[src/rtl/window_gen_3_3.sv]
`default_nettype none
// window_gen_3_3: raster-order pixel stream to 3x3 sliding windows (valid region only),
// two line buffers plus a 3x3 register window, ready/valid on both sides.
module window_gen_3_3 #(
  parameter int IMG_W = 8,
  parameter int IMG_H = 8,
  parameter int PIX_W = 16
) (
  input  logic                 clk,
  input  logic                 rst,
  input  logic [PIX_W-1:0]     pix_in,
  input  logic                 pix_valid,
  output logic                 pix_ready,
  output logic [9*PIX_W-1:0]   patch,
  output logic                 patch_valid,
  input  logic                 patch_ready,
  output logic                 patch_last
);

  localparam int CW = (IMG_W > 1) ? $clog2(IMG_W) : 1;
  localparam int RW = (IMG_H > 1) ? $clog2(IMG_H) : 1;
  localparam logic [CW-1:0] COL_LAST = CW'(IMG_W - 1);
  localparam logic [RW-1:0] ROW_LAST = RW'(IMG_H - 1);

  logic [CW-1:0]    col;
  logic [RW-1:0]    row;
  logic [PIX_W-1:0] lb_top [IMG_W];
  logic [PIX_W-1:0] lb_mid [IMG_W];
  // Two older columns of the window per row; the newest column comes straight from the inputs.
  logic [PIX_W-1:0] win_r  [3][2];

  logic             accept;
  logic             produce;
  logic [PIX_W-1:0] top_new;
  logic [PIX_W-1:0] mid_new;

  assign pix_ready = !patch_valid || patch_ready;
  assign accept    = pix_valid && pix_ready;
  assign produce   = accept && (col >= CW'(2)) && (row >= RW'(2));
  assign top_new   = lb_top[col];
  assign mid_new   = lb_mid[col];

  always_ff @(posedge clk) begin
    if (accept) begin
      lb_top[col] <= mid_new;
      lb_mid[col] <= pix_in;
      win_r[0][0] <= win_r[0][1];
      win_r[0][1] <= top_new;
      win_r[1][0] <= win_r[1][1];
      win_r[1][1] <= mid_new;
      win_r[2][0] <= win_r[2][1];
      win_r[2][1] <= pix_in;
    end
  end

  always_ff @(posedge clk) begin
    if (rst) begin
      col         <= '0;
      row         <= '0;
      patch       <= '0;
      patch_valid <= 1'b0;
      patch_last  <= 1'b0;
    end else begin
      if (accept) begin
        if (col == COL_LAST) begin
          col <= '0;
          row <= (row == ROW_LAST) ? '0 : row + RW'(1);
        end else begin
          col <= col + CW'(1);
        end
      end
      if (produce) begin
        patch       <= {win_r[0][0], win_r[0][1], top_new,
                        win_r[1][0], win_r[1][1], mid_new,
                        win_r[2][0], win_r[2][1], pix_in};
        patch_valid <= 1'b1;
        patch_last  <= (col == COL_LAST) && (row == ROW_LAST);
      end else if (patch_ready) begin
        patch_valid <= 1'b0;
        patch_last  <= 1'b0;
      end
    end
  end

endmodule
`default_nettype wire

[config.mk]
export PLATFORM = sky130hd
export DESIGN_NAME = window_gen_3_3
export DESIGN_NICKNAME = d
export VERILOG_FILES = /design/src/rtl/window_gen_3_3.sv
export SDC_FILE = /design/constraint.sdc
export NUM_CORES = 1
export LEC_CHECK = 0
export ABC_AREA = 1
export BUFFER_PORTS_ARGS = -buffer_cell sky130_fd_sc_hd__buf_2
export CORE_ASPECT_RATIO = 0.75
export CORE_MARGIN = 2
export CORE_UTILIZATION = 50
export DETAILED_ROUTE_END_ITERATION = 16
export GPL_TIMING_DRIVEN = 0
export HOLD_SLACK_MARGIN = 0.02
export PLACE_DENSITY = 0.75
export SETUP_SLACK_MARGIN = 0.4
export SLEW_MARGIN = 0
export SYNTH_ARGS = -nofsm -noshare
export SYNTH_HDL_FRONTEND = slang
export SYNTH_SLANG_ARGS = --single-unit
[constraint.sdc]
create_clock -name clk -period 4.23 [get_ports clk]
set_input_delay 0.423 -clock clk [delete_from_list [all_inputs] [get_ports clk]]
set_output_delay 0.423 -clock clk [all_outputs]
set_load 0.005 [all_outputs]
# Yosys cells after proc, flatten, opt, wreduce, memory -nomap -nowiden
# Memory sizes are Yosys's and may differ from the RTL's. A register that Yosys moved wholly into a read port is not among the register bits.
# Cells that the tools add are included.
# word_totals
n_memories,3
output_inout_bits,147
reg_bits,152
mem_bits_rw,352
in_bits,20
# op_classes
n_eq_ne,2
order_cmp,2
n_addsub,2
n_reduce_logical,8
n_mux,11
# mem_list
memory,words,width,rd,rd_clocked_by_memory_dff,write_ports,line_no,rtl
lb_mid,8,16,1,1,1,28,logic [PIX_W-1:0] lb_mid [IMG_W];
lb_top,8,16,1,1,1,27,logic [PIX_W-1:0] lb_top [IMG_W];
win_r,3,32,3,0,3,30,logic [PIX_W-1:0] win_r [3][2];
# ops
cell,count
3-bit two-way mux,6
"3-bit by 1-bit adder with 3-bit output, second input constant",2
"3-bit == test, second input constant",2
"3-bit by 2-bit greater-or-equal comparator with 1-bit output, second input constant",2
1-bit two-way mux,5
1-bit logical AND,4
2-bit AND reduction,1
2-bit nonzero test,1
1-bit logical NOT,1
1-bit logical OR,1

# Depth between registers and ports, before layout
# logic_depth
word_depth,6
mapped_depth,10
depth_no_buf,8

# Worst setup path after synthesis
# Ideal clock, no wire load.
# synth_path
kind,input-to-reg
from,in patch_ready
to,mem lb_mid[0][0] (enable)
arrival_time_ns,2.736
path_buffers,0
stages,6
setup_ns,0.421
slack_ns,1.073
cell_sequence,inv_2 -> nand2_4 -> nand2_4 -> inv_6 -> nand2_1 -> nor2_1
# synth_via
elab_chain_len,4
# synth_rtl
item,line_no,rtl
start: declaration,16,"input logic patch_ready,"
1-bit logical OR,37,assign pix_ready = !patch_valid || patch_ready;
net pix_ready,13,"output logic pix_ready,"
1-bit logical AND,38,assign accept = pix_valid && pix_ready;
net accept,32,logic accept;
1-bit two-way mux,44,if (accept) begin
1-bit two-way mux (not written as such),46,lb_mid[col] <= pix_in;
end: declaration,28,
# The timed path passes the listed nets, and every way through them passes these cells.

# Worst setup path after layout
# layout_path
from,reg patch_valid
to,mem lb_mid[5][1] (enable)
# layout_via
elab_chain_len,5
# layout_rtl
item,line_no,rtl
start: declaration,15,"output logic patch_valid,"
start signal: assignment,61,patch_valid <= 1'b0;
start signal: assignment,76,patch_valid <= 1'b1;
start signal: assignment,79,patch_valid <= 1'b0;
1-bit logical NOT,37,
1-bit logical OR,37,
1-bit logical AND,38,
net accept,32,
1-bit two-way mux,44,
1-bit two-way mux (not written as such),46,
# The timed path passes the listed nets, and every way through them passes these cells.

==> flow_metrics.py <==
metrics = {
    "die": {
        "die_h_um": 176,
        "dieArea_mm2": 0.0410,
        "rows": 62,
        "start_util_pct": 51.0,
        "die_x_um": 233,
        "design.core.area_mm2": 0.0386,
        "ios": 167,
    },
    "sta": {
        "setup-tns-final_ps": 0,
        "fin_crit_sh_pct": 71.9,
        "slew_headroom_pct": 34.2,
        "timing_hold_violations_final": 0,
        "fin_ws_ps": 1190,
        "worst_clock_skew_ps": 26.8,
        "fin_crit_ps": 3040,
        "holdWs_ps": 153,
        "rsz0062_at_grt": "false",
        "timing.final.max_slew_violations": 0,
        "tightest_slew_ps": 987,
        "finalSetupViolations": 0,
        "fmax_mhz": 329,
    },
    "placement": {
        "post-dp-hpwl_um": 33300,
        "gp_congestion": 0.858,
        "pre_cts_ws_ps": 960,
        "portBuffers": 165,
        "dpl_cell_area_mm2": 0.0214,
    },
    "routing": {
        "drt-pass1-iter-count": 5,
        "wire_per_inst_um": 18.5,
        "drc": 0,
        "drt_iter0_drc": 1497,
        "postRouteAntennaNets": 0,
        "via_per_inst": 5.20,
        "routed-via-count": 13900,
        "drt_wl_total_um": 49400,
    },
    "cells_and_area": {
        "drive_gt1_share_pct": 16.5,
        "diodes": 0,
        "fin_nets": 2146,
        "area_delta_synth_final_pct": 16.9,
        "final_common_cell": "nand2_1",
        "design_area_mm2": 0.0230,
        "layout_common_cells": "578 x nand2_1, 352 x edfxtp_1, 329 x inv_1",
    },
    "power": {
        "power_leakage_nw": 9.98,
        "max-vdd-ir-drop_mv": 0.288,
        "p_sw_mw": 2.49,
        "cellPowerDensity_mw_per_mm2": 463,
        "p_clk_share_pct": 40.3,
        "p_comb_share_pct": 6.9,
        "switching_share_pct": 23.4,
        "intPower_mw": 8.16,
        "pwr-share-seq_pct": 52.8,
    },
    "setup_path": {
        "crit_path_end_kind": "flip-flop",
        "crit_path_start_kind": "flip-flop",
        "path_class": "reg -> reg",
        "worstPathRequired_ps": 4500,
        "worstPathMaxFanout": 105,
        "worstPathArrival_ps": 3310,
    },
    "logic_synthesis": {
        "synth_area_mm2": 0.0197,
        "synth_cell_type_count": 24,
        "synth_cells": 1896,
        "ys_warn_count": 0,
        "syn_nets": 1922,
        "ys_seq_elements": 507,
        "synth_seq_area_share_pct": 69.5,
        "avgSynthCellArea_um2": 10.4,
    },
    "grt": {
        "antenna_found_initial": 0,
        "overflow": 0,
        "grt.busiest_layer": "met2",
        "track_usage_pct": 24.4,
        "grtUsageMet1_pct": 33.8,
        "grt_pass1_vias": 13500,
        "use_met2_pct": 38.5,
        "met3_usage_pct": 4.68,
        "grt_max_degree": 106,
        "grt_pass1_wl_um": 75700,
    },
    "clock_network": {
        "cts_made_buffers": 49,
        "path_clk_slew_ps": 60,
        "htree_levels": 2,
        "post_cts_resized": 0,
        "insertion_delay_ps": 580,
        "cts_buffer_depth": 3,
        "cts_setup_buffers": 0,
        "cts_tree": "built",
        "root_buffer": "clkbuf_16",
        "cts_hold_buffers": 0,
        "cts_num_sinks": 507,
    },
    "outcome": {
        "status": "complete, no violations",
    },
    "worst_hold_path": {
        "holdCritPathClass": "in -> reg",
    },
    "job": {
        "cap_viol_max_count": 0,
    },
}
==> stage by stage <==
stage | cells | utilization (%) | power, mW
3_5_place_dp | 2581 | 55.5 | 6.44
3_3_place_gp | 2573 | 54.8 | 6.39
2_1_floorplan | 1896 | - | 6.12
4_1_cts | 2673 | 59.6 | 10.7
6_report | 2673 | 59.6 | 10.6
5_1_grt | 2673 | 59.6 | 11.0
==> sequential cells by signal (all words and copies together) (netlist names), named ones only <==
signal	cells
row	3
lb_mid	128
patch_last	1
win_r	96
col	3
patch_valid	1
lb_top	128
patch	144
==> metal layers <==
| metal | routed length [um] | vias to the layer above |
|---|---|---|
| li1 | - | 6509 |
| met1 | 20300 | 6620 |
| met2 | 22600 | 682 |
| met3 | 4970 | 92 |
| met4 | 1570 | 0 |
| met5 | 0 | - |
==> power by group through the flow <==
stage	sequential, mW	combinational (mW)	clock [mW]
floorplan	5.71	0.414	0
global placement	5.72	0.667	0
detailed placement	5.73	0.716	0
CTS	5.62	0.726	4.33
global route	5.64	0.805	4.53
finish	5.62	0.738	4.29
==> cells in the mapped netlist (all sizes together) <==
cell type,number,area [um^2]
nand2,590,2250
edfxtp,352,10600
inv,334,1260
nand3,196,993
dfxtp,155,3100
a21oi,152,798
buf,73,468
clkbuf,22,82.6
nor2,11,41.3
ha,6,75.1
o21ai,3,15.0
nand4,1,6.26
or2,1,6.26
==> worst paths after layout <==
check	from	end	slack (ps)	depth (start not counted)
worst max-delay path	patch_valid$_SDFFE_PP0P_	lb_mid[5][1]$_DFFE_PP_	1190	6
worst min-delay path	patch_ready	patch_valid$_SDFFE_PP0P_	150	4
worst max register to register	patch_valid$_SDFFE_PP0P_	lb_mid[5][1]$_DFFE_PP_	1190	6
worst min register to register	win_r[0][8]$_DFFE_PP_	win_r[0][24]$_DFFE_PP_	430	0
==> worst max-delay path, cell delays in order, from the launching register on <==
cell,delay [ps]
dfxtp_1,330
nand2_4,90
nand2_4,80
inv_6,670
nand2_1,480
nor2_4,790
buf_16,250
==> kinds of logic (layout without fill, tap and decap cells) <==
| group | after synthesis | after routing | synth area share (%) |
|---|---|---|---|
| fa+ha+maj | 6 | 6 | 0.382 |
| compound gates | 155 | 155 | 4.13 |
| flops | 507 | 507 | 69.5 |
| simple gates | 799 | 799 | 16.8 |
| buf+inv | 429 | 694 | 9.21 |
==> final cells by class <==
type | count | area (um^2)
sequential | 507 | 13700
tap | 512 | 641
buffer | 95 | 551
timing repair buffer | 173 | 1020
inverter | 334 | 1260
fill | 3011 | 15600
clock buffer | 67 | 1390
clock inverter | 25 | 209
multi-input combinational | 960 | 4250
(Power assumes the default switching activity.)
